===== config.mk =====
export PLATFORM = sky130hd
export DESIGN_NAME = spi_lcd_rx_flat
export DESIGN_NICKNAME = d
export VERILOG_FILES = /design/src/rtl/spi_lcd_rx_if.sv /design/src/rtl/spi_lcd_rx.sv /design/src/flat_wrapper.sv
export SDC_FILE = /design/constraint.sdc
export NUM_CORES = 1
export LEC_CHECK = 0
export ABC_AREA = 1
export BUFFER_PORTS_ARGS = -buffer_cell sky130_fd_sc_hd__buf_2
export CORE_ASPECT_RATIO = 1.5
export CORE_MARGIN = 2
export CORE_UTILIZATION = 55
export CTS_BUF_LIST = sky130_fd_sc_hd__clkbuf_16
export CTS_CLUSTER_SIZE = 30
export DETAILED_ROUTE_END_ITERATION = 8
export MAX_ROUTING_LAYER = met4
export PLACE_DENSITY = 0.89
export SYNTH_ARGS = -nofsm -noshare
export SYNTH_HDL_FRONTEND = slang
export SYNTH_SLANG_ARGS = --single-unit

===== constraint.sdc =====
create_clock -name Bus2IP_Clk -period 2.3 [get_ports Bus2IP_Clk]
set_input_delay 0.46 -clock Bus2IP_Clk [delete_from_list [all_inputs] [get_ports Bus2IP_Clk]]
set_output_delay 0.46 -clock Bus2IP_Clk [all_outputs]
set_load 0.02 [all_outputs]

===== src/rtl/spi_lcd_rx_if.sv =====
// IPIF-style register bus between the bus master and the SPI LCD receiver.
interface spi_lcd_rx_if #(
  parameter int C_NUM_REG    = 2,
  parameter int C_SLV_DWIDTH = 32
);
  logic [C_SLV_DWIDTH-1:0]   Bus2IP_Data;
  logic [C_SLV_DWIDTH/8-1:0] Bus2IP_BE;
  logic [C_NUM_REG-1:0]      Bus2IP_RdCE;
  logic [C_NUM_REG-1:0]      Bus2IP_WrCE;
  logic [C_SLV_DWIDTH-1:0]   IP2Bus_Data;
  logic                      IP2Bus_RdAck;
  logic                      IP2Bus_WrAck;
  logic                      IP2Bus_Error;

  modport master (
    output Bus2IP_Data, Bus2IP_BE, Bus2IP_RdCE, Bus2IP_WrCE,
    input  IP2Bus_Data, IP2Bus_RdAck, IP2Bus_WrAck, IP2Bus_Error
  );

  modport slave (
    input  Bus2IP_Data, Bus2IP_BE, Bus2IP_RdCE, Bus2IP_WrCE,
    output IP2Bus_Data, IP2Bus_RdAck, IP2Bus_WrAck, IP2Bus_Error
  );
endinterface


===== src/rtl/spi_lcd_rx.sv =====
// SPI mode-0 slave byte receiver for the LCD link; {CD, byte} entries are
// queued in a FIFO read back through the register bus.
module spi_lcd_rx #(
  parameter int C_NUM_REG    = 2,
  parameter int C_SLV_DWIDTH = 32,
  parameter int C_FIFO_DEPTH = 8
) (
  input  logic         Bus2IP_Clk,
  input  logic         Bus2IP_Resetn,
  spi_lcd_rx_if.slave  bus,
  output logic         o_irq,
  input  logic         i_spi_sck,
  input  logic         i_spi_mosi,
  input  logic         i_spi_ss_n,
  input  logic         i_spi_cd
);

  localparam int AW = $clog2(C_FIFO_DEPTH);
  localparam int CW = AW + 1;

  // [0] first sync stage, [1] synchronised value, [2] previous synchronised value
  logic [2:0] sck_q, sck_d, ss_q, ss_d;
  logic [1:0] mosi_q, mosi_d, cd_q, cd_d;

  logic          en_q, en_d, ie_q, ie_d, irq_q, irq_d;
  logic          ovr_q, ovr_d, ferr_q, ferr_d;
  logic [2:0]    bit_cnt_q, bit_cnt_d;
  logic [6:0]    shreg_q, shreg_d;
  logic [AW-1:0] rd_ptr_q, rd_ptr_d, wr_ptr_q, wr_ptr_d;
  logic [CW-1:0] count_q, count_d;
  logic          rdce1_prev_q, rdce1_prev_d;
  logic [8:0]    mem_q [C_FIFO_DEPTH];
  logic [8:0]    mem_d [C_FIFO_DEPTH];

  logic        sck_rise, ss_rise, ss_active;
  logic        reg0_wr, flush, full, empty;
  logic        push_req, push_ok, pop_req;
  logic [8:0]  push_entry;
  logic [31:0] wdata, reg0_word, reg1_word, rd_word;
  logic        unused_wdata;

  assign wdata        = 32'(bus.Bus2IP_Data);
  assign unused_wdata = ^{wdata[31:11], wdata[5:0]};
  assign sck_rise     = sck_q[1] & ~sck_q[2];
  assign ss_rise      = ss_q[1] & ~ss_q[2];
  assign ss_active    = ~ss_q[1];
  assign reg0_wr      = bus.Bus2IP_WrCE[0] & (&bus.Bus2IP_BE);
  assign flush        = reg0_wr & wdata[6];
  assign full         = (count_q == CW'(C_FIFO_DEPTH));
  assign empty        = (count_q == {CW{1'b0}});
  assign pop_req      = bus.Bus2IP_RdCE[1] & ~rdce1_prev_q & ~empty;
  assign push_entry   = {cd_q[1], shreg_q, mosi_q[1]};

  // Next-state logic: synchronisers, frame assembly, FIFO and control flags
  always_comb begin
    sck_d        = {sck_q[1:0], i_spi_sck};
    ss_d         = {ss_q[1:0], i_spi_ss_n};
    mosi_d       = {mosi_q[0], i_spi_mosi};
    cd_d         = {cd_q[0], i_spi_cd};
    en_d         = en_q;
    ie_d         = ie_q;
    irq_d        = irq_q;
    ovr_d        = ovr_q;
    ferr_d       = ferr_q;
    bit_cnt_d    = bit_cnt_q;
    shreg_d      = shreg_q;
    rd_ptr_d     = rd_ptr_q;
    wr_ptr_d     = wr_ptr_q;
    count_d      = count_q;
    mem_d        = mem_q;
    rdce1_prev_d = bus.Bus2IP_RdCE[1];
    push_req     = 1'b0;
    push_ok      = 1'b0;

    // Disabling mid-frame silently drops the partial byte
    if (!en_q) begin
      bit_cnt_d = 3'd0;
      shreg_d   = 7'd0;
    end else if (!ss_active) begin
      bit_cnt_d = 3'd0;
    end else if (sck_rise) begin
      shreg_d = {shreg_q[5:0], mosi_q[1]};
      if (bit_cnt_q == 3'd7) begin
        push_req  = 1'b1;
        bit_cnt_d = 3'd0;
      end else begin
        bit_cnt_d = bit_cnt_q + 3'd1;
      end
    end else begin
      bit_cnt_d = bit_cnt_q;
    end

    if (ss_rise && (bit_cnt_q != 3'd0)) begin
      ferr_d = 1'b1;
    end else begin
      ferr_d = ferr_q;
    end

    if (flush) begin
      count_d  = {CW{1'b0}};
      rd_ptr_d = {AW{1'b0}};
      wr_ptr_d = {AW{1'b0}};
    end else begin
      push_ok = push_req & (~full | pop_req);
      if (push_req && full && !pop_req) begin
        ovr_d = 1'b1;
      end else begin
        ovr_d = ovr_q;
      end
      if (push_ok) begin
        mem_d[wr_ptr_q] = push_entry;
        wr_ptr_d        = wr_ptr_q + AW'(1);
      end else begin
        wr_ptr_d = wr_ptr_q;
      end
      if (pop_req) begin
        rd_ptr_d = rd_ptr_q + AW'(1);
      end else begin
        rd_ptr_d = rd_ptr_q;
      end
      case ({push_ok, pop_req})
        2'b10:   count_d = count_q + CW'(1);
        2'b01:   count_d = count_q - CW'(1);
        default: count_d = count_q;
      endcase
    end

    if (reg0_wr && wdata[8]) begin
      irq_d = 1'b0;
    end else if (push_ok && ie_q) begin
      irq_d = 1'b1;
    end else begin
      irq_d = irq_q;
    end

    if (reg0_wr) begin
      en_d = wdata[10];
      ie_d = wdata[9];
      if (wdata[7]) begin
        ovr_d  = 1'b0;
        ferr_d = 1'b0;
      end else begin
        ovr_d  = ovr_d;
        ferr_d = ferr_d;
      end
    end else begin
      en_d = en_q;
      ie_d = ie_q;
    end
  end

  // State registers
  always_ff @(posedge Bus2IP_Clk or negedge Bus2IP_Resetn) begin
    if (!Bus2IP_Resetn) begin
      sck_q        <= 3'b000;
      ss_q         <= 3'b111;
      mosi_q       <= 2'b00;
      cd_q         <= 2'b00;
      en_q         <= 1'b0;
      ie_q         <= 1'b0;
      irq_q        <= 1'b0;
      ovr_q        <= 1'b0;
      ferr_q       <= 1'b0;
      bit_cnt_q    <= 3'd0;
      shreg_q      <= 7'd0;
      rd_ptr_q     <= {AW{1'b0}};
      wr_ptr_q     <= {AW{1'b0}};
      count_q      <= {CW{1'b0}};
      rdce1_prev_q <= 1'b0;
      for (int i = 0; i < C_FIFO_DEPTH; i++) begin
        mem_q[i] <= 9'd0;
      end
    end else begin
      sck_q        <= sck_d;
      ss_q         <= ss_d;
      mosi_q       <= mosi_d;
      cd_q         <= cd_d;
      en_q         <= en_d;
      ie_q         <= ie_d;
      irq_q        <= irq_d;
      ovr_q        <= ovr_d;
      ferr_q       <= ferr_d;
      bit_cnt_q    <= bit_cnt_d;
      shreg_q      <= shreg_d;
      rd_ptr_q     <= rd_ptr_d;
      wr_ptr_q     <= wr_ptr_d;
      count_q      <= count_d;
      rdce1_prev_q <= rdce1_prev_d;
      mem_q        <= mem_d;
    end
  end

  // Register read mux; reg1 returns the head before any pop takes effect
  always_comb begin
    reg0_word = {11'd0, 5'(count_q), 4'd0, ferr_q, en_q, ie_q, irq_q, ovr_q,
                 5'd0, full, empty};
    if (empty) begin
      reg1_word = 32'd0;
    end else begin
      reg1_word = {1'b1, 22'd0, mem_q[rd_ptr_q]};
    end
    if (bus.Bus2IP_RdCE[0]) begin
      rd_word = reg0_word;
    end else if (bus.Bus2IP_RdCE[1]) begin
      rd_word = reg1_word;
    end else begin
      rd_word = 32'd0;
    end
  end

  assign bus.IP2Bus_Data  = C_SLV_DWIDTH'(rd_word);
  assign bus.IP2Bus_RdAck = |bus.Bus2IP_RdCE;
  assign bus.IP2Bus_WrAck = |bus.Bus2IP_WrCE;
  assign bus.IP2Bus_Error = 1'b0;
  assign o_irq            = irq_q;

endmodule

===== src/flat_wrapper.sv =====
// flat-port wrapper written by rule: the top's interface ports become plain ports
module spi_lcd_rx_flat 
#(
  parameter int C_NUM_REG    = 2,
  parameter int C_SLV_DWIDTH = 32,
  parameter int C_FIFO_DEPTH = 8
)
  (Bus2IP_Clk, Bus2IP_Resetn, o_irq, i_spi_sck, i_spi_mosi, i_spi_ss_n, i_spi_cd, bus_Bus2IP_Data, bus_Bus2IP_BE, bus_Bus2IP_RdCE, bus_Bus2IP_WrCE, bus_IP2Bus_Data, bus_IP2Bus_RdAck, bus_IP2Bus_WrAck, bus_IP2Bus_Error);
  spi_lcd_rx_if #(.C_NUM_REG(C_NUM_REG), .C_SLV_DWIDTH(C_SLV_DWIDTH)) bus_i ();
  input  logic Bus2IP_Clk;
  input  logic Bus2IP_Resetn;
  output logic o_irq;
  input  logic i_spi_sck;
  input  logic i_spi_mosi;
  input  logic i_spi_ss_n;
  input  logic i_spi_cd;
  input wire logic [$bits(bus_i.Bus2IP_Data)-1:0] bus_Bus2IP_Data;
  input wire logic [$bits(bus_i.Bus2IP_BE)-1:0] bus_Bus2IP_BE;
  input wire logic [$bits(bus_i.Bus2IP_RdCE)-1:0] bus_Bus2IP_RdCE;
  input wire logic [$bits(bus_i.Bus2IP_WrCE)-1:0] bus_Bus2IP_WrCE;
  output wire logic [$bits(bus_i.IP2Bus_Data)-1:0] bus_IP2Bus_Data;
  output wire logic [$bits(bus_i.IP2Bus_RdAck)-1:0] bus_IP2Bus_RdAck;
  output wire logic [$bits(bus_i.IP2Bus_WrAck)-1:0] bus_IP2Bus_WrAck;
  output wire logic [$bits(bus_i.IP2Bus_Error)-1:0] bus_IP2Bus_Error;
  assign bus_i.Bus2IP_Data = bus_Bus2IP_Data;
  assign bus_i.Bus2IP_BE = bus_Bus2IP_BE;
  assign bus_i.Bus2IP_RdCE = bus_Bus2IP_RdCE;
  assign bus_i.Bus2IP_WrCE = bus_Bus2IP_WrCE;
  assign bus_IP2Bus_Data = bus_i.IP2Bus_Data;
  assign bus_IP2Bus_RdAck = bus_i.IP2Bus_RdAck;
  assign bus_IP2Bus_WrAck = bus_i.IP2Bus_WrAck;
  assign bus_IP2Bus_Error = bus_i.IP2Bus_Error;
  spi_lcd_rx #(.C_NUM_REG(C_NUM_REG), .C_SLV_DWIDTH(C_SLV_DWIDTH), .C_FIFO_DEPTH(C_FIFO_DEPTH)) u_core (.Bus2IP_Clk(Bus2IP_Clk), .Bus2IP_Resetn(Bus2IP_Resetn), .bus(bus_i), .o_irq(o_irq), .i_spi_sck(i_spi_sck), .i_spi_mosi(i_spi_mosi), .i_spi_ss_n(i_spi_ss_n), .i_spi_cd(i_spi_cd));
endmodule

==> results of run 1 <==
==> sequential cells by signal (all words and copies together), names as in the netlist <==
signal / count
u_core.rd_ptr_q: 3
u_core.ovr_q: 1
u_core.sck_q: 3
u_core.o_irq: 1
u_core.bit_cnt_q: 3
u_core.mosi_q: 2
u_core.en_q: 1
u_core.ie_q: 1
u_core.mem_q: 72
u_core.ferr_q: 1
u_core.ss_q: 3
u_core.count_q: 4
u_core.shreg_q: 7
u_core.wr_ptr_q: 3
u_core.cd_q: 2
u_core.rdce1_prev_q: 1
==> metrics by stage <==
stage | power [uW] | setup WS [ns]
final | 5790 | 0.0107
after floorplan | 3390 | 0.130
after global routing | 6090 | -0.0603
after detailed placement | 4010 | 0.184
after CTS | 5620 | 0.00424
after global placement | 3930 | 0.275
==> placed cells by master (no fill, tap or decap), drive strengths merged <==
cell type and count:
mux2 1, o221ai 6, o31ai 1, clkinv 2, a21oi 5, nand3 24, bufinv 2, buf 60
dfstp 3, or2 2, nor4 1, dfrtp 105, o22ai 8, dlygate4sd3 1, a31oi 6, o21ai 132
clkbuf 10, a41o 1, nand2 121, conb 16, o21a 2, nor2 63, a211oi 2, a22oi 1
inv 51, ha 7, nand4 3
==> routing by layer <==
layer,vias to the layer above,share of wire
met2,172,0.52
met3,37,0.061
li1,2004,-
met4,0,0.030
met5,-,0
met1,2103,0.38
==> power breakdown <==
part	internal, uW	total (uW)	switching [uW]
Combinational	766	2070	1300
Sequential	2020	2150	127
Clock	935	1580	642
==> critical path, delay by kind of cell, from the launching register on <==
kind | cells | cell delay (ns)
compound gates | 3 | 0.50
buf+inv | 3 | 0.46
flops | 1 | 0.43
simple gates | 1 | 0.09
==> area by class of cell <==
| cell class | count | area share |
|---|---|---|
| Inverter | 48 | 0.0316 |
| Multi-Input combinational cell | 402 | 0.364 |
| Clock buffer | 9 | 0.0379 |
| Clock inverter | 7 | 0.0133 |
| Tap cell | 112 | 0.0236 |
| Timing Repair Buffer | 62 | 0.0740 |
| Sequential cell | 108 | 0.456 |
==> kinds of logic (layout without fill, tap and decap cells) <==
logic type	after synthesis	after routing	synth area share
other	1	16	0.000717
buffers and inverters	87	126	0.0831
muxes	1	1	0.00215
adders and majority gates	7	7	0.0168
DFF	108	108	0.518
and+or+nand+nor	214	214	0.189
AOI/OAI and AO/OA	164	164	0.191
==> synthesized netlist by cell type (7+ instances only) <==
| master | instances | area share |
|---|---|---|
| nand2_1 | 114 | 0.082 |
| dfrtp_1 | 105 | 0.50 |
| o21ai_0 | 59 | 0.056 |
| nor2_1 | 58 | 0.042 |
| o21ai_1 | 46 | 0.044 |
| inv_1 | 43 | 0.031 |
| o21ai_2 | 27 | 0.045 |
| nand3_1 | 19 | 0.018 |
| buf_4 | 17 | 0.024 |
| clkbuf_1 | 13 | 0.0093 |
| o22ai_1 | 8 | 0.0096 |
| ha_1 | 7 | 0.017 |
==> how the worst max path moves through the flow <==
stage | end | slack [ns] | cells after the start
after detailed placement | u_core.count_q[2] | 0.18 | 16
after CTS | bus_IP2Bus_Data[8] | 0.004 | 7
after floorplan | bus_IP2Bus_Data[2] | 0.13 | 6
after global placement | u_core.count_q[3] | 0.28 | 15
after global routing | bus_IP2Bus_Data[4] | -0.06 | 7
final | bus_IP2Bus_Data[8] | 0.01 | 7
==> what timing repair did <==
action / 4_1_cts / 5_1_grt
setup buffers: 1 / 3
hold buffers: 1 / 0
cloned: 0 / 1
pin swaps: 1 / 2
endpoints found under the setup margin: 3 / 10
hold endpoints to repair: 2 / 0
gates resized for setup: 6 / 14
==> flow_summary.yaml, run 1 <==
hold_path:
  holdPathStages: 1
  worst_hold_startpoint: "i_spi_ss_n"
  hp-class: "input pin to flip-flop"
  hold_end: "u_core.ss_q[0]"
sta:
  holdWs_ns: 0.208
  finalSetupViolCount: 0
  timing.final.hold_violations: 0
  fin_crit_ns: 2.29
  fin_crit_sh: 0.995
  clock_skew_ns: 0.0103
  clock.fmax_mhz: 437
  drv_slew: 0
  worst_pin_slew_ns: 0.603
  rsz0062_at_grt: "yes"
  slew_headroom: 0.598
  tns_ns: 0
logic_synthesis:
  yosys_warnings: 0
  synth-edff-count: 0
  synth_seq_cells: 108
  synthFlopType: "dfrtp_1"
  syn_inst: 582
  yosysSeqAreaShare: 0.518
  synthArstFlopShare: 1.00
  synth_cell_type_count: 41
  syn_avg_cell_area_sq_um: 8.98
  synthesis.area_sq_mm: 0.00523
global_routing:
  met3_usage: 0.0447
  grt-busiest-layer: "met2"
  grt_max_degree: 47
  grt_use_total: 0.254
  antenna_found_initial: 0
  use_met2: 0.428
  grt_first_pass_wirelength_um: 19800
  grt_use_met1: 0.292
  overflow: 0
  grt_pass1_vias: 4154
run_status:
  status: "complete, no violations"
clock_tree:
  clk_pin_slew_worst_paths_ns: 0.07
  cts.root.buffer_cell: "clkbuf_16"
  clk_path_buf_depth: 2
  htree_num_levels: 3
  cts_tree: "done"
  cts.sinks: 108
  insertion_delay_ns: 0.35
  cts_buffers: 9
drt:
  wl_per_cell_um: 16.9
  antenna_left: 0
  viasPerCell: 5.77
  drc: 0
  drt-initial-drc-count: 448
  drt_first_pass_iters: 5
  vias: 4316
  finalWirelength_um: 12600
power:
  ir_drop_uv: 635
  p_leak_uw: 0.00287
  power.density_mw_per_mm2: 974
worst_setup_path:
  arrival_ns: 1.83
  crit_start: "u_core.rd_ptr_q[1]"
  critPathLaunchType: "flip-flop"
  worstPathRequired_ns: 1.84
  critical_path_class: "flip-flop to output pin"
  rrSetupSlack_ns: 0.25
  cp_cell_sequence: "inv_1 -> buf_6 -> o21ai_0 -> o22ai_1 -> nor2_1 -> o22ai_2 -> buf_4"
  worstSetupEndpointType: "output pin"
  max_stage_delay_ns: 0.43
  critPathSlowestCell: "dfrtp_2"
  reg2reg_to: "u_core.count_q[3]"
  ff2ff_path_depth: 15
  r2r-start: "u_core.bit_cnt_q[0]"
  path_max_fanout: 8
run:
  maxCapViolCount: 0
layout:
  final-seq-area_sq_mm: 0.00271
  area_delta_synth_final_pct: 13.8
  multiInputGateArea_sq_mm: 0.00216
  fill_cells: 707
  fin_cells: 748
  final_area_sq_mm: 0.00595
  drive_gt1_frac: 0.214
  fin_util: 0.643
  antenna_cells: 0
  finalNetCount: 684
place:
  place_area_sq_mm: 0.00553
  dp_hpwl_um: 8220
  dp_cells: 726
  gp_congestion: 0.865
  io_buffers: 38
die:
  core_sq_mm: 0.00925
  ios: 82
  die_height_um: 123
  rows: 43
  die_area_sq_mm: 0.0103
  die_w_um: 83.6
  initial_core_util: 0.565
(Power assumes the default switching activity.)
==> run 2, diff against run 1 <==
--- a/config.mk
+++ b/config.mk
@@ -5,7 +5,7 @@
 export SDC_FILE = /design/constraint.sdc
 export NUM_CORES = 1
 export LEC_CHECK = 0
-export ABC_AREA = 1
+export ABC_AREA = 0
 export BUFFER_PORTS_ARGS = -buffer_cell sky130_fd_sc_hd__buf_2
 export CORE_ASPECT_RATIO = 1.5
 export CORE_MARGIN = 2
==> run 2 against run 1 <==
Net effect: design area increased by 5.3%; core utilization rose by 3.0 points; setup slack worse by 0.13 ns; the run now ends with negative setup slack left; sequential cell count did not move; synthesized cell count shrank 31%; first-iteration DRC count down 45%; critical path depth decreased by 2; hold slack worse by 0.17 ns; clock-buffer cell count is the same; global-route usage up 0.15 points; area after synthesis rose by 0.79%.
==> flow_summary.yaml, run 2 <==
drt:
  drt-initial-drc-count: 248
  antenna_left: 0
  drc: 0
  wl_per_cell_um: 20.6
  vias: 3490
  viasPerCell: 6.03
  drt_first_pass_iters: 4
  finalWirelength_um: 11900
worst_setup_path:
  crit_start: "u_core.count_q[1]"
  worstSetupEndpointType: "output pin"
  path_buf_inv: 2
  path_common_cell: "buf_6"
  path_max_fanout: 5
  r2r-start: "u_core.bit_cnt_q[1]"
  critical_path_class: "flip-flop to output pin"
  ff2ff_path_depth: 8
  critPathLaunchType: "flip-flop"
  critical_path_depth: 5
  crit_family: "simple AND/OR/NAND/NOR gates"
  max_stage_delay_ns: 0.55
  worstPathRequired_ns: 1.84
  critPathSlowestCell: "or4_4"
  cp_cell_sequence: "or4_4 -> nand3b_1 -> buf_6 -> nor2_2 -> buf_6"
  reg2reg_to: "u_core.mem_q[40]"
  arrival_ns: 1.96
  cp-endpoint: "bus_IP2Bus_Data[6]"
  rrSetupSlack_ns: 0.05
layout:
  top_register: "u_core.mem_q"
  fin_cells: 579
  area_delta_synth_final_pct: 18.9
  reg_top3: "u_core.mem_q (72), u_core.shreg_q (7), u_core.count_q (4)"
  drive_gt1_frac: 0.465
  largest_reg_flops: 72
  layout_common_cells: "dfrtp_1, mux2_2, buf_4, buf_2, nand2_1"
  fill_cells: 626
  layout_commonest_cell: "dfrtp_1"
  finalNetCount: 515
  antenna_cells: 0
sta:
  slew_headroom: 0.626
  rsz0062_at_grt: "yes"
  clock_skew_ns: 0.00703
  fin_crit_sh: 1.05
  tns_ns: -0.939
  finalSetupViolCount: 10
  drv_slew: 0
  worst_pin_slew_ns: 0.560
  finalWorstSetupSlack_ns: -0.116
  fin_crit_ns: 2.42
  timing.final.hold_violations: 0
  clock.fmax_mhz: 414
clock_tree:
  clk_pin_slew_worst_paths_ns: 0.07
  cts_buffers: 9
  cts_tree: "done"
  insertion_delay_ns: 0.35
  cts.root.buffer_cell: "clkbuf_16"
  clk_path_buf_depth: 2
  cts.sinks: 108
  htree_num_levels: 3
global_routing:
  grt_use_total: 0.255
  overflow: 0
  grt_pass1_vias: 3748
  grt_max_degree: 54
  grt_first_pass_wirelength_um: 19300
  antenna_found_initial: 0
die:
  rows: 43
  core_sq_mm: 0.00931
  initial_core_util: 0.566
  die_height_um: 124
  die_area_sq_mm: 0.0104
  die_w_um: 83.9
  ios: 82
logic_synthesis:
  synth_top_area_cell: "dfrtp_1"
  yosys_warnings: 0
  synth_top_area_frac: 0.499
  synth-edff-count: 0
  synth_most_common_cell: "dfrtp_1"
  synthArstFlopShare: 1.00
  synthesis.area_sq_mm: 0.00527
  yosysSeqAreaShare: 0.514
  ys_top_cells_by_area: "dfrtp_1, mux2_2, mux4_2, mux2i_1, buf_4"
  synthFlopType: "dfrtp_1"
  synth_cell_type_count: 45
  yosys-top-cells-count: "dfrtp_1, mux2_2, nand2_1"
  synth_seq_cells: 108
  syn_avg_cell_area_sq_um: 13.2
  syn_inst: 399
place:
  io_buffers: 38
  gp_congestion: 0.883
  dp_hpwl_um: 7720
  dp_cells: 557
power:
  ir_drop_uv: 656
  power.density_mw_per_mm2: 789
  p_leak_uw: 0.00299
run_status:
  status: "complete, but fails checks"
  violations: "negative setup slack"
run:
  maxCapViolCount: 0
hold_path:
  hp-class: "input pin to async pin"
run 2: report_power, final:
group | total (uW) | switching, uW | internal [uW]
combinational | 1400 | 727 | 669
sequential | 2140 | 142 | 2000
clock | 1400 | 681 | 719
run 2: metal layers:
metal,part of all wire,GRT usage
met5,0,-
met2,0.54,0.433
met3,0.036,0.0278
met1,0.37,0.284
met4,0.054,0.176
run 2: final cells by class:
class                           instances  area, sq um  share of cell area
Tap cell                              112          140              0.0224
Clock inverter                          7         36.3             0.00579
Multi-Input combinational cell        257         2460               0.393
Sequential cell                       108         2710               0.433
Clock buffer                            9          225              0.0360
Inverter                                8         30.0             0.00480
Timing Repair Buffer                   78          662               0.106
run 2: cells by family after synthesis:
family	Yosys count	share of synthesized area
flip-flops	108	0.514
multiplexers	107	0.264
AND/OR/NAND/NOR	78	0.0957
buffers and inverters	49	0.0480
AO/OA/AOI/OAI	43	0.0518
adder cells (fa/ha/maj)	7	0.0166
XOR/XNOR	6	0.00997
other	1	0.000712
run 2: through the flow:
| stage | cell area (sq um) | util | power, uW | hold WS (ns) | worst slack [ns] |
|---|---|---|---|---|---|
| final | 6260 | 0.673 | 4940 | 0.0399 | -0.116 |
| after global placement | 5780 | 0.621 | 3300 | 0.335 | -0.0358 |
| after global routing | 6260 | 0.673 | 5130 | 0.0713 | -0.152 |
| after CTS | 6210 | 0.667 | 4910 | 0.0607 | -0.121 |
| after detailed placement | 5780 | 0.621 | 3340 | 0.335 | -0.167 |
| after floorplan | 5330 | - | 2950 | 0.164 | 0.0254 |
run 2: timing repair:
| item | 4_1_cts | 5_1_grt |
|---|---|---|
| cloned | 1 | 0 |
| resized for setup | 35 | 12 |
| buffers inserted | 5 | 0 |
| endpoints found under the setup margin | 26 | 17 |
| pin swaps | 6 | 2 |
| hold buffers | 0 | 0 |
run 2: worst min path at each step:
stage | start | endpoint | slack [ns] | cells after the start
after CTS | Bus2IP_Resetn | u_core.count_q[3] | 0.06 | 1
after floorplan | Bus2IP_Resetn | u_core.bit_cnt_q[0] | 0.16 | 0
after global placement | u_core.mosi_q[0] | u_core.mosi_q[1] | 0.33 | 0
after detailed placement | u_core.cd_q[0] | u_core.cd_q[1] | 0.33 | 0
final | Bus2IP_Resetn | u_core.count_q[0] | 0.04 | 1
after global routing | Bus2IP_Resetn | u_core.count_q[0] | 0.07 | 1
==> run 3, diff against run 2 <==
--- a/config.mk
+++ b/config.mk
@@ -6,15 +6,16 @@
 export NUM_CORES = 1
 export LEC_CHECK = 0
 export ABC_AREA = 0
-export BUFFER_PORTS_ARGS = -buffer_cell sky130_fd_sc_hd__buf_2
+export CAP_MARGIN = 5
 export CORE_ASPECT_RATIO = 1.5
 export CORE_MARGIN = 2
 export CORE_UTILIZATION = 55
 export CTS_BUF_LIST = sky130_fd_sc_hd__clkbuf_16
 export CTS_CLUSTER_SIZE = 30
 export DETAILED_ROUTE_END_ITERATION = 8
+export DONT_BUFFER_PORTS = 1
 export MAX_ROUTING_LAYER = met4
-export PLACE_DENSITY = 0.89
+export PLACE_DENSITY_LB_ADDON = 0.15
 export SYNTH_ARGS = -nofsm -noshare
 export SYNTH_HDL_FRONTEND = slang
 export SYNTH_SLANG_ARGS = --single-unit
==> run 3 against run 2 <==
Net effect: the flow finishes with violations (negative hold slack, negative setup slack); sequential share of layout area down 1.4 points; via count down 5.4%; design area up 3.1%; die area unchanged; clock skew down 0.0019 ns; sequential power about the same; clock power about the same; power up 0.33%; setup slack better by 0.017 ns; largest cell class is now multi-input combinational cells; highest routed layer unchanged.
==> flow_summary.yaml, run 3 (synthesized netlist as in run 2, its figures left out) <==
run_status:
  status: "complete, but fails checks"
  violations: "negative hold slack, negative setup slack"
power:
  power.total_uw: 4950
  p_leak_uw: 0.00293
  ir_drop_uv: 560
  power.density_mw_per_mm2: 767
global_routing:
  grt_pass1_vias: 3284
  grt_first_pass_wirelength_um: 17000
  overflow: 0
  grt_max_degree: 109
  antenna_found_initial: 0
  grt_use_total: 0.224
place:
  dp_hpwl_um: 7170
  gp_congestion: 0.874
  preCtsSetupSlack_ns: -0.0525
  io_buffers: 0
clock_tree:
  cts_buffers: 9
  cts.root.buffer_cell: "clkbuf_16"
  htree_num_levels: 3
  cts_tree: "done"
  clk_pin_slew_worst_paths_ns: 0.07
  insertion_delay_ns: 0.34
  clk_path_buf_depth: 2
  cts.sinks: 108
layout:
  layout_common_cells: "dfrtp_1, mux2_4, buf_4, mux2_2, nand2_1"
  finalNetCount: 487
  fin_util: 0.694
  top_register: "u_core.mem_q"
  area_delta_synth_final_pct: 22.6
  largest_reg_flops: 72
  reg_top3: "u_core.mem_q (72), u_core.shreg_q (7), u_core.count_q (4)"
  antenna_cells: 0
  layout_commonest_cell: "dfrtp_1"
  drive_gt1_frac: 0.435
worst_setup_path:
  critical_path_class: "flip-flop to output pin"
  worstPathRequired_ns: 1.84
  path_buf_inv: 2
  critPathSlowestCell: "mux4_2"
  cp_cell_sequence: "buf_12 -> mux4_2 -> mux2i_4 -> o21ai_1 -> buf_4"
  arrival_ns: 1.94
  critPathLaunchType: "flip-flop"
  path_max_fanout: 7
  max_stage_delay_ns: 0.54
  worstSetupEndpointType: "output pin"
  crit_family: "multiplexers"
sta:
  worst_pin_slew_ns: 0.671
  fin_crit_ns: 2.40
  fin_crit_sh: 1.04
  clock.fmax_mhz: 417
  slew_headroom: 0.553
  finalSetupViolCount: 23
  holdWs_ns: -0.194
  tns_ns: -0.826
  rsz0062_at_grt: "yes"
  timing.final.hold_violations: 108
  finalWorstSetupSlack_ns: -0.0996
  clock_skew_ns: 0.00512
  drv_slew: 0
drt:
  drt_first_pass_iters: 4
  wl_per_cell_um: 22.1
  antenna_left: 0
  drc: 0
  vias: 3300
  viasPerCell: 5.99
  drt-initial-drc-count: 211
  finalWirelength_um: 12200
die:
  core_sq_mm: 0.00931
  die_height_um: 124
  die_area_sq_mm: 0.0104
  die_w_um: 83.9
  rows: 43
  initial_core_util: 0.566
  ios: 82
hold_path:
  hp-class: "input pin to async pin"
run:
  maxCapViolCount: 0
==> run 3: metal layers <==
layer | GRT usage | wire, um
met2 | 0.392 | 6590
met1 | 0.262 | 4920
met5 | - | 0
met3 | 0.0311 | 435
met4 | 0.0978 | 235
==> run 3: worst paths after layout <==
path / cells after the start / endpoint / slack, ns / from
max in group asynchronous: 0 / u_core.ss_q[2] / 2.29 / Bus2IP_Resetn
setup reg to reg: 10 / u_core.mem_q[7] / -0.05 / u_core.bit_cnt_q[1]
min in group Bus2IP_Clk: 0 / u_core.ss_q[0] / 0.11 / i_spi_ss_n
setup / recovery: 5 / bus_IP2Bus_Data[0] / -0.1 / u_core.rd_ptr_q[0]
hold / removal: 0 / u_core.bit_cnt_q[0] / -0.19 / Bus2IP_Resetn
hold reg to reg: 0 / u_core.sck_q[1] / 0.35 / u_core.sck_q[0]
==> run 3: timing repair <==
action / CTS / global route
resized for setup: 12 / 77
endpoints found under the setup margin: 37 / 76
endpoints found under the hold margin: 108 / 108
buffers inserted: 5 / 8
pin swaps: 2 / 11
cloned: 0 / 4
==> run 3: stage by stage <==
stage               instances  area (sq um)
floorplan                 414          5330
global placement          518          5590
detailed placement        518          5590
CTS                       539          5960
global route              551          6460
finish                    551          6460
==> run 3: layout make-up <==
| class | count | area [sq um] |
|---|---|---|
| Fill cell | 621 | 2850 |
| Multi-Input combinational cell | 257 | 2710 |
| Sequential cell | 108 | 2710 |
| Timing Repair Buffer | 50 | 598 |
| Clock buffer | 9 | 225 |
| Tap cell | 112 | 140 |
| Clock inverter | 7 | 45.0 |
| Inverter | 8 | 35.0 |
==> run 3: power breakdown <==
group          internal (uW)  switching (uW)  leakage (uW)
logic                    703             699       0.00134
registers               1990             143       0.00146
clock network            731             684      0.000136
total                   3430            1530       0.00293
